`config.mk`:
```
export PLATFORM = sky130hd
export DESIGN_NAME = spi_mem_arbiter
export DESIGN_NICKNAME = d
export VERILOG_FILES = /design/src/rtl/spi_mem_arbiter_pkg.sv /design/src/rtl/spi_mem_arbiter_rr_arbiter2.sv /design/src/rtl/spi_mem_arbiter.sv
export SDC_FILE = /design/constraint.sdc
export NUM_CORES = 1
export LEC_CHECK = 0
export ABC_CLOCK_PERIOD_IN_PS = 2700
export CORE_ASPECT_RATIO = 0.6
export CORE_UTILIZATION = 45
export CTS_BUF_LIST = sky130_fd_sc_hd__clkbuf_4 sky130_fd_sc_hd__clkbuf_8
export DETAILED_ROUTE_END_ITERATION = 10
export PLACE_DENSITY = 0.88
export REMOVE_ABC_BUFFERS = 1
export SLEW_MARGIN = 20
export SYNTH_ARGS = -nofsm -noshare
export SYNTH_HDL_FRONTEND = slang
export SYNTH_HIERARCHICAL = 1
export SYNTH_SLANG_ARGS = --single-unit
```
`constraint.sdc`:
```
create_clock -name clk -period 2.7 [get_ports clk]
set_input_delay 0.27 -clock clk [delete_from_list [all_inputs] [get_ports clk]]
set_output_delay 0.27 -clock clk [all_outputs]
set_load 0.02 [all_outputs]
```
`src/rtl/spi_mem_arbiter_pkg.sv`:
```
// Shared encodings and constants for the SPI flash read arbiter and the mem_read engine.
package spi_mem_arbiter_pkg;

  typedef enum logic [1:0] {
    ST_IDLE    = 2'd0,
    ST_ISSUE   = 2'd1,
    ST_FINISH  = 2'd2,
    ST_RECOVER = 2'd3
  } state_t;

  typedef enum logic {
    OWN_IF = 1'b0,
    OWN_LS = 1'b1
  } owner_t;

  localparam logic [2:0] MAX_READ_BYTES = 3'd4;
  localparam logic [7:0] SPI_CMD_READ   = 8'h03;

  function automatic logic [2:0] clamp_bytes(input logic [2:0] b);
    return (b > MAX_READ_BYTES) ? MAX_READ_BYTES : b;
  endfunction

endpackage

```
`src/rtl/spi_mem_arbiter_rr_arbiter2.sv`:
```
// Two-way round-robin grant; last_grant only advances when the grant is taken.
module rr_arbiter2
  import spi_mem_arbiter_pkg::*;
(
  input  logic   clk,
  input  logic   rst,
  input  logic   req_if,
  input  logic   req_ls,
  input  logic   take,
  output logic   gnt_valid,
  output owner_t gnt_owner
);

  owner_t last_q, last_d;

  always_comb begin
    gnt_valid = req_if | req_ls;
    gnt_owner = OWN_IF;
    if (req_if && req_ls) begin
      gnt_owner = (last_q == OWN_IF) ? OWN_LS : OWN_IF;
    end else if (req_ls) begin
      gnt_owner = OWN_LS;
    end
    last_d = last_q;
    if (take && gnt_valid) begin
      last_d = gnt_owner;
    end
  end

  // Reset to LS so the first tie goes to instruction fetch.
  always_ff @(posedge clk) begin
    if (rst) begin
      last_q <= OWN_LS;
    end else begin
      last_q <= last_d;
    end
  end

endmodule

```
`src/rtl/spi_mem_arbiter.sv`:
```
// Shares one SPI flash read engine between the IF and LS ports, one read at a time,
// with a watchdog that aborts a transfer the engine never completes.
module spi_mem_arbiter
  import spi_mem_arbiter_pkg::*;
#(
  parameter int TIMEOUT_CYCLES = 2048,
  parameter int TO_W           = 12
) (
  input  logic        clk,
  input  logic        rst,
  input  logic        if_req,
  input  logic [23:0] if_addr,
  input  logic [2:0]  if_bytes,
  output logic [31:0] if_data,
  output logic        if_done,
  output logic        if_err,
  input  logic        ls_req,
  input  logic [23:0] ls_addr,
  input  logic [2:0]  ls_bytes,
  output logic [31:0] ls_data,
  output logic        ls_done,
  output logic        ls_err,
  output logic        mem_start_fetch,
  output logic [23:0] mem_address,
  output logic [2:0]  mem_read_bytes,
  input  logic [31:0] mem_target_data,
  input  logic        mem_fetch_done,
  output logic        busy,
  output state_t      state_dbg
);

  // Requester handshake: req rises with addr/bytes stable and stays high until a one-cycle
  // done or err pulse; dropping req early during ISSUE aborts silently (no pulse).
  localparam logic [TO_W-1:0] WD_LAST = TO_W'(TIMEOUT_CYCLES - 1);

  state_t            state_q, state_d;
  owner_t            owner_q, owner_d;
  logic [23:0]       addr_q, addr_d;
  logic [2:0]        bytes_q, bytes_d;
  logic [TO_W-1:0]   wd_q, wd_d;
  logic              err_q, err_d;
  logic [31:0]       if_data_q, if_data_d;
  logic [31:0]       ls_data_q, ls_data_d;

  logic              gnt_valid;
  owner_t            gnt_owner;
  logic              take;
  logic [2:0]        gnt_bytes;
  logic              owner_req;

  rr_arbiter2 u_rr (
    .clk       (clk),
    .rst       (rst),
    .req_if    (if_req),
    .req_ls    (ls_req),
    .take      (take),
    .gnt_valid (gnt_valid),
    .gnt_owner (gnt_owner)
  );

  assign gnt_bytes = clamp_bytes((gnt_owner == OWN_LS) ? ls_bytes : if_bytes);
  assign owner_req = (owner_q == OWN_LS) ? ls_req : if_req;

  always_comb begin
    state_d   = state_q;
    owner_d   = owner_q;
    addr_d    = addr_q;
    bytes_d   = bytes_q;
    wd_d      = wd_q;
    err_d     = err_q;
    if_data_d = if_data_q;
    ls_data_d = ls_data_q;
    take      = 1'b0;
    case (state_q)
      ST_IDLE: begin
        if (gnt_valid) begin
          take    = 1'b1;
          owner_d = gnt_owner;
          addr_d  = (gnt_owner == OWN_LS) ? ls_addr : if_addr;
          bytes_d = gnt_bytes;
          wd_d    = '0;
          err_d   = 1'b0;
          // A zero-length read completes with zero data and never touches the flash.
          if (gnt_bytes == 3'd0) begin
            state_d = ST_FINISH;
            if (gnt_owner == OWN_LS) ls_data_d = '0;
            else                     if_data_d = '0;
          end else begin
            state_d = ST_ISSUE;
          end
        end
      end
      ST_ISSUE: begin
        wd_d = wd_q + TO_W'(1);
        if (mem_fetch_done) begin
          state_d = ST_FINISH;
          if (owner_q == OWN_LS) ls_data_d = mem_target_data;
          else                   if_data_d = mem_target_data;
        end else if (!owner_req) begin
          state_d = ST_RECOVER;
        end else if (wd_q == WD_LAST) begin
          err_d   = 1'b1;
          state_d = ST_FINISH;
        end
      end
      ST_FINISH: state_d = ST_RECOVER;
      default:   state_d = ST_IDLE;
    endcase
  end

  always_ff @(posedge clk) begin
    if (rst) begin
      state_q   <= ST_IDLE;
      owner_q   <= OWN_IF;
      addr_q    <= '0;
      bytes_q   <= '0;
      wd_q      <= '0;
      err_q     <= 1'b0;
      if_data_q <= '0;
      ls_data_q <= '0;
    end else begin
      state_q   <= state_d;
      owner_q   <= owner_d;
      addr_q    <= addr_d;
      bytes_q   <= bytes_d;
      wd_q      <= wd_d;
      err_q     <= err_d;
      if_data_q <= if_data_d;
      ls_data_q <= ls_data_d;
    end
  end

  // start_fetch is decoded from the state register only, so FINISH and RECOVER give
  // mem_read two low cycles to re-arm.
  assign mem_start_fetch = (state_q == ST_ISSUE);
  assign mem_address     = addr_q;
  assign mem_read_bytes  = bytes_q;
  assign if_data         = if_data_q;
  assign ls_data         = ls_data_q;
  assign if_done         = (state_q == ST_FINISH) && (owner_q == OWN_IF) && !err_q;
  assign if_err          = (state_q == ST_FINISH) && (owner_q == OWN_IF) && err_q;
  assign ls_done         = (state_q == ST_FINISH) && (owner_q == OWN_LS) && !err_q;
  assign ls_err          = (state_q == ST_FINISH) && (owner_q == OWN_LS) && err_q;
  assign busy            = (state_q != ST_IDLE);
  assign state_dbg       = state_q;

endmodule

```
=== After elaboration in Yosys (flattened, before gate mapping) ===
Index checks and enable logic that the tools add are counted.

* Bits in writable memories: 0
* Word-level logic and storage cells: 80
* Input bits: 91
* Register bits: 108
* Memory bits (read-only): 0
* Memories: 0
* Bits in latches: 0

* Order comparisons: 1
* Reduce and logical (&&, ||, !) cells: 19
* Multiply operators: 0
* Div/mod/pow operators: 0
* Equality and inequality tests: 14
* Shift operators: 0
* Bitwise gates (word level): 2
* Muxes and demuxes: 34
* Add/subtract/negate cells: 1

{| class="wikitable"
|+ Operators with widths
! kind !! number
|-
| $mux W32 || 10
|-
| $pmux W32 S2 || 2
|-
| $mux W24 || 1
|-
| $pmux W12 S2 || 1
|-
| $add A12 B1 Y12 const B || 1
|-
| $eq A12 B11 Y1 const B || 1
|-
| $mux W12 || 1
|-
| $ne A2 B2 Y1 const B || 6
|-
| $reduce_and A6 Y1 || 2
|-
| $mux W1 || 10
|-
| $mux W2 || 5
|-
| $logic_and A1 B1 Y1 || 8
|-
| $ne A2 B1 Y1 const B || 4
|-
| $mux W3 || 2
|-
| $pmux W2 S3 || 1
|-
| $reduce_and A2 Y1 || 3
|-
| $reduce_and A5 Y1 || 1
|-
| $ne A4 B3 Y1 const B || 1
|-
| $reduce_bool A2 Y1 || 2
|-
| $gt A3 B3 Y1 const B || 1
|-
| $logic_not A3 Y1 || 1
|-
| $eq A2 B1 Y1 const B || 1
|-
| $eq A2 B2 Y1 const B || 1
|-
| $logic_not A2 Y1 || 1
|-
| 4 further kinds || 4
|}

=== Longest topological paths before layout ===
* Depth after elaboration: 9
* Gate-level depth with buffers: 10
* Gate-level depth less buffers: 6

=== Modules after synthesis ===
The synthesis kept the hierarchy.

{| class="wikitable"
|+ By module, submodules not included
! module !! instances !! area an instance (um2) !! cells an instance !! sequential area each (um2)
|-
| spi_mem_arbiter || 1 || 4,638.2 || 500 || 2,142.1
|-
| rr_arbiter2 || 1 || 56.3 || 6 || 20.0
|}

=== Worst setup path after synthesis ===
No wires, ideal clock.

* Path kind: reg-to-reg
* Start: register state_q[1], in the netlist state_dbg[1]
* End: register if_data_q[10], in the netlist if_data[10]
* Library setup time: 0.116 ns
* Data arrival time: 2.352 ns
* Setup slack: 0.231 ns
* Cell stages (with the launch flop): 11
* Cell sequence: dfxtp_1 -> inv_1 -> ha_1 -> clkbuf_1 -> nor2b_1 -> a311o_1 -> buf_2 -> or2_0 -> clkbuf_2 -> buf_6 -> a31o_2

* Word-level cells in the longest chain between the ends: 3
* Elaborated cells between the ends (all ways): 10

{| class="wikitable"
|+ Ends and longest elaborated chain
! item !! line !! source
|-
| from (decl) || spi_mem_arbiter.sv:36 || <nowiki>state_t state_q, state_d;</nowiki>
|-
| from (signal assigned) || spi_mem_arbiter.sv:122 || <nowiki>state_q <= state_d;</nowiki>
|-
| $eq A2 B1 Y1 (*) || - ||
|-
| via mem_start_fetch || spi_mem_arbiter.sv:23 || <nowiki>output logic mem_start_fetch,</nowiki>
|-
| $ne A2 B2 Y1 (no line) (tied with other cells) || - ||
|-
| $reduce_and A6 Y1 (no line) || - ||
|-
| to (signal assigned) || spi_mem_arbiter.sv:128 || <nowiki>if_data_q <= if_data_d;</nowiki>
|-
| to (decl) || spi_mem_arbiter.sv:42 || <nowiki>logic [31:0] if_data_q, if_data_d;</nowiki>
|}

Mark *: on every way through the listed nets, which the timed path passes. The rest lies on a longest branch.
A chain may end at the register's enable or synchronous reset.

=== Final worst setup path ===
* Start: input port ls_req
* End: register if_data_q[20], in the netlist if_data[20]

* Word-level cells in the longest chain between the ends: 8
* Elaborated cells between the ends (all ways): 12

{| class="wikitable"
|+ Ends and longest elaborated chain
! item !! line !! source
|-
| from (decl) || spi_mem_arbiter.sv:17 || <nowiki>input logic ls_req,</nowiki>
|-
| $mux W1 or $logic_and A1 B1 Y1 (tied branches) || spi_mem_arbiter_rr_arbiter2.sv:21, spi_mem_arbiter_rr_arbiter2.sv:19 ||
|-
| $mux W1 (*) || spi_mem_arbiter_rr_arbiter2.sv:19 || <nowiki>if (req_if && req_ls) begin</nowiki>
|-
| via gnt_owner || spi_mem_arbiter.sv:46 || <nowiki>owner_t gnt_owner;</nowiki>
|-
| $mux W3 || spi_mem_arbiter.sv:61 || <nowiki>assign gnt_bytes = clamp_bytes((gnt_owner == OWN_LS) ? ls_bytes : if_bytes);</nowiki>
|-
| $gt A3 B3 Y1 || spi_mem_arbiter_pkg.sv:20 || <nowiki>return (b > MAX_READ_BYTES) ? MAX_READ_BYTES : b;</nowiki>
|-
| $mux W3 || spi_mem_arbiter_pkg.sv:20 ||
|-
| $logic_not A3 Y1 || spi_mem_arbiter.sv:84 || <nowiki>if (gnt_bytes == 3'd0) begin</nowiki>
|-
| $ne A2 B2 Y1 (no line) || - ||
|-
| $reduce_and A6 Y1 (no line) (*) || - ||
|}

Marked as above.

==> flow_metrics.py <==
metrics = {
    "sta": {
        "finalSetupViolations": 0,
        "period_needed_ns": 2.353,
        "final_hold_viol_count": 0,
        "worst_slack_ns": 0.3471,
        "clock_skew_ns": 0.01495,
        "slew_violations": 0,
        "fin_crit_sh_pct": 87.14,
        "fmax_mhz": 425.0,
        "grt_setup_unrepaired": "false",
        "tns_ns": 0,
        "worst_pin_slew_ns": 0.8504,
        "slew_headroom_pct": 43.23,
    },
    "critical_path": {
        "reg2reg_from": "u_rr/last_q$_SDFFE_PP1P_",
        "reg2reg_to": "if_data[20]$_SDFFE_PP0P_",
        "reg2reg_depth": 6,
        "crit_required_ns": 2.96,
        "crit_path_start_kind": "input pin",
        "cp.arrival_ns": 2.61,
        "path_max_fanout": 11,
        "startpoint": "ls_req",
        "critPathCaptureType": "flip-flop",
        "endpoint": "if_data[20]$_SDFFE_PP0P_",
        "crit_type": "in2reg",
        "worst-r2r-setup-slack_ns": 0.38,
    },
    "layout": {
        "antennaDiodeCount": 0,
        "num-nets-final": 773,
        "fillerInstances": 771,
        "area_delta_synth_final_pct": 47.76,
        "seqCellArea_mm2": 0.002162,
        "drive_gt1_share_pct": 9.971,
        "finalNonFillerCells": 817,
        "multi_input_area_mm2": 0.002287,
    },
    "clocking": {
        "clk_path_buf_depth": 2,
        "path_clk_slew_ns": 0.10,
        "cts_root_buf": "clkbuf_8",
        "cts_tree": "built",
        "clock-sinks": 108,
        "cts_max_level": 3,
        "postCtsResizedCells": 0,
        "cts_made_buffers": 9,
        "cts_setup_buffers": 0,
        "clk_latency_ns": 0.36,
        "holdBufCountCts": 0,
    },
    "global_routing": {
        "grt.total_usage_pct": 24.40,
        "grt_overflow": 0,
        "grt_pass1_vias": 4167,
        "grt_pass1_wl_um": 20680,
        "grt_max_degree": 58,
        "antenna_found_initial": 0,
    },
    "synth": {
        "netlist_top_cells_area": "dfxtp_1, mux2i_1, a31o_2, a211oi_1, nor3_1",
        "synth_edf_count": 0,
        "netlist_area_mm2": 0.004695,
        "synth_flop_cell": "dfxtp_1",
        "syn_area_per_cell_um2": 9.278,
        "async_flop_share_pct": 0,
        "yosysSeqAreaShare_pct": 46.06,
        "synth.distinct_cells": 46,
        "yosysTopAreaCellShare_pct": 46.06,
        "yosysWarnings": 6,
        "synth_top_area_cell": "dfxtp_1",
        "yosysMostFrequentCell": "dfxtp_1",
        "synth_seq_cells": 108,
        "synth_common_cells": "dfxtp_1, mux2i_1, nand2_1",
        "syn_inst": 506,
    },
    "power": {
        "p_leak_nw": 2.637,
        "peakVddDrop_mv": 0.5180,
        "p_sw_share_pct": 38.84,
        "powerDensity_mw_per_mm2": 861.4,
        "power.internal_mw": 3.654,
        "power.total_mw": 5.975,
        "power_frac_seq_pct": 34.3,
        "clkPwrFrac_pct": 18.5,
        "pwr-share-comb_pct": 47.2,
        "power.switching_mw": 2.321,
    },
    "die": {
        "dieArea_mm2": 0.01086,
        "ios": 190,
        "die_x_um": 133.9,
        "initial_core_util_pct": 47.02,
        "coreArea_mm2": 0.009985,
        "num_rows": 28,
        "die_h_um": 81.12,
    },
    "worst_hold_path": {
        "worstHoldPathType": "reg2reg",
        "whs_path_depth": 2,
        "hp-start": "ls_data[2]$_SDFFE_PP0P_",
    },
    "route": {
        "firstDrtPassIters": 5,
        "vias_per_cell": 5.399,
        "ant_nets": 0,
        "wl_per_cell_um": 16.36,
        "drt_iter0_markers": 191,
        "wl_um": 13360,
        "drcViolationCount": 0,
        "vias": 4411,
    },
    "placed_design": {
        "portBuffers": 189,
        "pre_cts_ws_ns": -0.02521,
        "place.gp.congestion": 0.8564,
        "place_inst": 801,
        "dp_hpwl_um": 9995,
    },
    "flow_run": {
        "cap_violations": 0,
    },
    "outcome": {
        "status": "finished, final reports clean",
    },
}
placed cells by master (no fill, tap or decap), types with 2 or more instances in the layout:
cell type        count
nor2b_1              3
or2_2                2
clkbuf_8            11
bufinv_16            2
nand2b_1             5
and3_1               4
a31o_2              26
a32oi_1              2
or3_1                2
o21ai_0              6
inv_2                2
a21oi_1              8
clkinvlp_4           2
a31o_1               6
nand3_1             35
a211oi_1            27
nor3_1              37
nand2_1             45
buf_4               14
xnor2_1              6
nor4_1               4
nor3b_1              2
inv_1                5
ha_1                 5
mux2i_1             59
dfxtp_1            108
buf_12               3
nand4_1              2
a311o_1              2
o2111ai_1            2
nor2_1              39
clkdlybuf4s50_1    189
critical path, stage by stage:
cell and delay [ns]:
clkdlybuf4s50_1 0.49, a21boi_4 0.22, or4b_1 0.50, a311o_1 0.38, or2_1 0.31, buf_4 0.20
a31o_2 0.24
state kept, by name, indices dropped and copies added, names as in the netlist:
| signal | cells |
|---|---|
| if_data | 32 |
| state_dbg | 2 |
| owner_q | 1 |
| wd_q | 12 |
| ls_data | 32 |
| err_q | 1 |
| mem_read_bytes | 3 |
| mem_address | 24 |
| u_rr/last_q | 1 |
layout make-up:
class,count,share of cell area (%)
Multi-Input combinational cell,345,32.97
Sequential cell,108,31.17
Timing Repair Buffer,206,29.65
Tap cell,135,2.435
Clock buffer,11,2.183
Clock inverter,5,1.209
Inverter,7,0.3788
how the worst min path moves through the flow:
stage / endpoint
after floorplan: owner_q$_SDFFE_PP0P_
after global placement: ls_data[27]$_SDFFE_PP0P_
after detailed placement: ls_data[11]$_SDFFE_PP0P_
after CTS: ls_data[11]$_SDFFE_PP0P_
after global routing: ls_data[19]$_SDFFE_PP0P_
final: ls_data[2]$_SDFFE_PP0P_
routing by layer:
layer	wire length, um	GRT usage [%]	share of wire [%]
met1	5950	30.98	45
met5	0	0	0
met3	1007	6.991	7.5
met4	140	6.818	1.0
met2	6264	40.73	47
metrics by stage:
| stage | hold WS, ns | utilization [%] | area [um^2] |
|---|---|---|---|
| after floorplan | 0.3391 | - | 4459 |
| after global placement | 0.4443 | 67.12 | 6701 |
| after detailed placement | 0.4548 | 67.12 | 6701 |
| after CTS | 0.4683 | 69.47 | 6937 |
| after global routing | 0.4874 | 69.47 | 6937 |
| final | 0.4663 | 69.47 | 6937 |
cell families (layout without fill, tap and decap cells):
group	after synthesis	after routing	synth area share, %
AOI/OAI and AO/OA	89	89	14.63
adders and majority gates	5	5	1.333
xor gates and xnor gates	6	6	1.119
muxes	59	59	12.58
buffers and inverters	53	229	5.570
DFF	108	108	46.06
and+or+nand+nor	186	186	18.71
power by group through the flow:
stage / Clock, mW / Combinational, mW / Sequential [mW]
2_1_floorplan: 0 / 1.23 / 2.37
3_3_place_gp: 0 / 2.72 / 2.07
3_5_place_dp: 0 / 2.81 / 2.08
4_1_cts: 1.14 / 2.82 / 2.05
5_1_grt: 1.21 / 3.02 / 2.09
6_report: 1.10 / 2.82 / 2.05
No activity file was read; power rests on OpenSTA's default activity.
